--- config.mk ---
export PLATFORM = sky130hd
export DESIGN_NAME = tag_ram_flush_arbiter
export DESIGN_NICKNAME = d
export VERILOG_FILES = /design/src/rtl/tag_ram_flush_arbiter.sv
export SDC_FILE = /design/constraint.sdc
export NUM_CORES = 1
export LEC_CHECK = 0
export ABC_AREA = 1
export CORE_AREA = 2 2 51 53
export CTS_BUF_LIST = sky130_fd_sc_hd__clkbuf_4 sky130_fd_sc_hd__clkbuf_8 sky130_fd_sc_hd__clkbuf_16
export CTS_CLUSTER_DIAMETER = 150
export DETAILED_ROUTE_END_ITERATION = 8
export DIE_AREA = 0 0 53 55
export PLACE_DENSITY = 0.72
export SYNTH_ARGS = -nofsm -noshare
export SYNTH_HDL_FRONTEND = slang
export SYNTH_SLANG_ARGS = --single-unit
--- constraint.sdc ---
create_clock -name clk -period 1.5 [get_ports clk]
set_input_delay 0.225 -clock clk [delete_from_list [all_inputs] [get_ports clk]]
set_output_delay 0.225 -clock clk [all_outputs]
set_load 0.02 [all_outputs]
--- src/rtl/tag_ram_flush_arbiter.sv ---
// Front end of the L1.5 tag RAM: arbitrates refill writes and lookups, and runs the flush sweep.
// Optional macro TAG_FLUSH_ON_RESET_EN: when defined, a full flush sweep starts automatically after reset.
module tag_ram_flush_arbiter #(
   parameter int data_width = 7,
   parameter int addr_width = 6
) (
   input  logic                  clk,
   input  logic                  rst_n,
   input  logic                  flush_req_i,
   output logic                  flush_ack_o,
   output logic                  busy_o,
   input  logic                  lookup_req_i,
   input  logic [addr_width-1:0] lookup_addr_i,
   output logic                  lookup_gnt_o,
   output logic                  lookup_rvalid_o,
   input  logic                  refill_req_i,
   input  logic [addr_width-1:0] refill_addr_i,
   input  logic [data_width-1:0] refill_wdata_i,
   output logic                  refill_gnt_o,
   output logic                  tag_req_o,
   output logic                  tag_write_o,
   output logic [addr_width-1:0] tag_addr_o,
   output logic [data_width-1:0] tag_wdata_o
);

   typedef enum logic [1:0] {
      IDLE  = 2'd0,
      FLUSH = 2'd1,
      DONE  = 2'd2
   } state_e;

   localparam logic [addr_width-1:0] CNT_ZERO = {addr_width{1'b0}};
   localparam logic [addr_width-1:0] CNT_ONE  = {{(addr_width-1){1'b0}}, 1'b1};
   localparam logic [addr_width-1:0] CNT_LAST = {addr_width{1'b1}};
   localparam logic [data_width-1:0] TAG_ZERO = {data_width{1'b0}};

`ifdef TAG_FLUSH_ON_RESET_EN
   localparam logic PENDING_RST = 1'b1;
`else
   localparam logic PENDING_RST = 1'b0;
`endif

   state_e                state_q, state_d;
   logic [addr_width-1:0] cnt_q, cnt_d;
   logic                  pending_flush_q, pending_flush_d;
   logic                  rvalid_q, rvalid_d;
   logic                  ack_q, ack_d;

   // Next-state, arbitration and tag RAM pin decode.
   always_comb begin
      state_d         = state_q;
      cnt_d           = cnt_q;
      pending_flush_d = pending_flush_q;
      ack_d           = 1'b0;
      lookup_gnt_o    = 1'b0;
      refill_gnt_o    = 1'b0;
      tag_req_o       = 1'b0;
      tag_write_o     = 1'b0;
      tag_addr_o      = CNT_ZERO;
      tag_wdata_o     = TAG_ZERO;

      case (state_q)
         IDLE: begin
            if (pending_flush_q || flush_req_i) begin
               state_d         = FLUSH;
               cnt_d           = CNT_ZERO;
               pending_flush_d = 1'b0;
            end else if (refill_req_i) begin
               refill_gnt_o = 1'b1;
               tag_req_o    = 1'b1;
               tag_write_o  = 1'b1;
               tag_addr_o   = refill_addr_i;
               tag_wdata_o  = refill_wdata_i;
            end else if (lookup_req_i) begin
               lookup_gnt_o = 1'b1;
               tag_req_o    = 1'b1;
               tag_addr_o   = lookup_addr_i;
            end else begin
               state_d = IDLE;
            end
         end
         FLUSH: begin
            tag_req_o   = 1'b1;
            tag_write_o = 1'b1;
            tag_addr_o  = cnt_q;
            if (cnt_q == CNT_LAST) begin
               cnt_d   = CNT_ZERO;
               state_d = DONE;
               ack_d   = 1'b1;
            end else begin
               cnt_d = cnt_q + CNT_ONE;
            end
            // A request arriving mid-sweep is remembered and served by a fresh sweep.
            if (flush_req_i) begin
               pending_flush_d = 1'b1;
            end else begin
               pending_flush_d = pending_flush_q;
            end
         end
         DONE: begin
            state_d = IDLE;
            if (flush_req_i) begin
               pending_flush_d = 1'b1;
            end else begin
               pending_flush_d = pending_flush_q;
            end
         end
         default: begin
            state_d = IDLE;
            cnt_d   = CNT_ZERO;
         end
      endcase

      rvalid_d = lookup_gnt_o;
   end

   // State, sweep counter and registered strobes.
   always_ff @(posedge clk) begin
      if (!rst_n) begin
         state_q         <= IDLE;
         cnt_q           <= CNT_ZERO;
         pending_flush_q <= PENDING_RST;
         rvalid_q        <= 1'b0;
         ack_q           <= 1'b0;
      end else begin
         state_q         <= state_d;
         cnt_q           <= cnt_d;
         pending_flush_q <= pending_flush_d;
         rvalid_q        <= rvalid_d;
         ack_q           <= ack_d;
      end
   end

   assign lookup_rvalid_o = rvalid_q;
   assign flush_ack_o     = ack_q;
   assign busy_o          = pending_flush_q | (state_q != IDLE);

endmodule

==> results of run 1 <==
[worst max-delay path by stage]
stage,depth (start not counted),slack (ps),startpoint,end
after floorplan,6,3,state_q[0],tag_addr_o[0]
after global placement,7,-660,flush_req_i,tag_addr_o[1]
after detailed placement,7,-710,flush_req_i,tag_addr_o[3]
after CTS,8,-180,state_q[1],tag_addr_o[0]
after global routing,8,-270,state_q[1],tag_addr_o[0]
final,8,-200,state_q[1],tag_addr_o[0]
[synthesized netlist by cell type, drive strengths merged]
cell and instances:
nand2 43, inv 21, nor2 19, nand3 12, dfxtp 11, a21oi 8
o21ai 6, ha 4, nor4 2, and2 1, buf 1, nor3 1
o21bai 1
[through the flow]
step                worst slack [ps]  util (%)
detailed placement            -707.9     61.38
global route                  -272.0     70.37
finish                        -203.5     70.37
global placement              -656.6     61.38
CTS                           -175.3     67.25
floorplan                      3.394         -
[placed cells by master, fill, tap and decap left out, types with 5 or more instances in the layout]
cell              n
clkdlybuf4s50_1  24
nand2_2          11
buf_6            13
nand2_1          28
inv_1            15
buf_4            25
nand3_2           6
dfxtp_1           9
a21oi_1           7
nand3_1           5
nor2_4            5
nor2_1           10
[critical path, cell delays in order, from the launching register on]
cell and delay [ps]:
dfxtp_2 330, inv_2 70, ha_4 140, nand2_4 70, nor3_4 180, buf_6 150, nand2_1 60, nand3_2 80
buf_6 110
[kinds of logic after synthesis]
| kind of cell | count (synthesis) | share of synthesized area [%] |
|---|---|---|
| fa+ha+maj | 4 | 6.211 |
| compound gates | 15 | 10.09 |
| buf+inv | 22 | 10.40 |
| simple gates | 78 | 45.96 |
| flops | 11 | 27.33 |
[timing repair]
| item | 4_1_cts | 5_1_grt |
|---|---|---|
| resized for setup | 121 | 15 |
| endpoints found under the setup margin | 18 | 23 |
| buffers inserted | 6 | 4 |
| hold buffers | 0 | 0 |
| pin swaps | 12 | 6 |
[power by group through the flow]
stage | combinational, uW | sequential, uW | clock (uW)
after floorplan | 716 | 379 | 0
final | 1600 | 382 | 236
after global placement | 1270 | 380 | 0
after detailed placement | 1300 | 380 | 0
after CTS | 1470 | 381 | 241
after global routing | 1740 | 387 | 245
[cell type report]
type | count | area, sq um | area share, %
clock buffer | 4 | 30.03 | 1.805
inverter | 21 | 86.33 | 5.188
multi-input combinational | 97 | 655.6 | 39.40
sequential | 11 | 222.7 | 13.38
tap | 30 | 37.54 | 2.256
timing repair buffer | 67 | 631.9 | 37.97
[routing by layer]
metal	global-route usage (%)	vias up
li1	-	546
met1	23.08	468
met2	37.08	39
met3	3.763	5
met4	7.692	0
met5	0	-
[registers in the layout, indices dropped and copies added (netlist names)]
name             cells
pending_flush_q      1
flush_ack_o          1
lookup_rvalid_o      1
cnt_q                6
state_q              2
==> metrics.cfg, run 1 <==
[run_status]
status=complete, but fails checks
violations=negative setup slack

[power]
power.density_mw_per_mm2=1335
pwr-share-seq_pct=17.2
p_sw_share_pct=43.97
p_total_uw=2221
ir_worst_vdd_uv=1135
p_switching_uw=976.7
p_clk_share_pct=10.6
combPwrFrac_pct=72.2
p_int_uw=1244
p_leak_uw=0.0007900

[timing]
hold_ws_ps=501.1
slew_headroom_pct=85.91
grt_setup_unrepaired=yes
fin_tns_setup_ps=-2255
hold_viol_final=0
slew_violations=0
fin_crit_ps=1704
finClkSkew_ps=1.194
worstMarginPinSlew_ps=209.4
fmax_ghz=0.5870
setup_violations=16
timing.final.ws_setup_ps=-203.5
period_share_pct=113.6

[layout]
n_fill_cell=201
final-instance-count-excl-fill=230
syn_to_final_growth_pct=106.5
fin_area_sq_mm=0.001664
finalNetCount=229
drive_gt1_share_pct=45.00
num_antenna_cells=0

[global_route]
grt_pass1_wl_um=4298
grt_max_degree=9
grt_pass1_vias=1032
grt_use_total_pct=20.11
antenna_found_initial=0
grt-ovfl-total=0

[placed_design]
port_buffers=43
place_area_sq_mm=0.001451
place_inst=219
gp_congestion=0.7615
post-dp-hpwl_um=1995

[setup_path]
startpoint_type=flop
reg2reg_setup_slack_ps=110
required_ps=1270
r2r_cells=10
arrival_ps=1480
critPathKind=flop to primary output
r2r-end=state_q[1]
cp-end-kind=primary output
regToRegStartpoint=state_q[0]
cp_max_fo=4

[routing]
wl_per_cell_um=12.11
postRouteAntennaNets=0
viasPerCell=4.600
wl_met3_um=191
wl_met1_um=1064
drtIter0Drc=10
vias=1058
wl_um=2785
highest-signal-layer=met4
drc=0
drt_first_pass_iters=4
wl_met2_um=1489

[logic_synthesis]
yosys_warnings=0
netlist.area_leader.share_pct=27.33
ys_ff_latch=11
yosysTopAreaCell=dfxtp_1
synthCells=130
syn_area_per_cell_sq_um=6.198
synth.area.top_cells=dfxtp_1 (27%), nand2_1 (19%), inv_1 (8.4%)
synth_area_sq_um=805.8
synth_cell_types=20
ys_seq_area_share_pct=27.33
synth_fp_nets=158

[clocking]
cts_made_buffers=3
clk_path_buf_depth=2
htreeDepth=1
clkSinkCount=11
root_buffer=clkbuf_4
clk_pin_slew_ps=70
clock_latency_ps=280
cts_tree=yes

[min_path]
holdCritStartpoint=cnt_q[4]
hold_class=flop to flop
hold_depth=2
min_delay_worst_endpoint=flush_ack_o

[floorplanning]
die-height_um=55
start_util_pct=34.07
io_pins=44
dieArea_sq_mm=0.002915
die_x_um=53
coreArea_sq_mm=0.002365
rows=18

[run]
maxCapViolations=0

Power figures use the tool's default switching activity.
==> run 2, diff against run 1 <==
Settings changed: SLEW_MARGIN set to 10.
==> results of run 2 <==
Same layout as run 1: the final DEF is identical, and so are final timing and power.
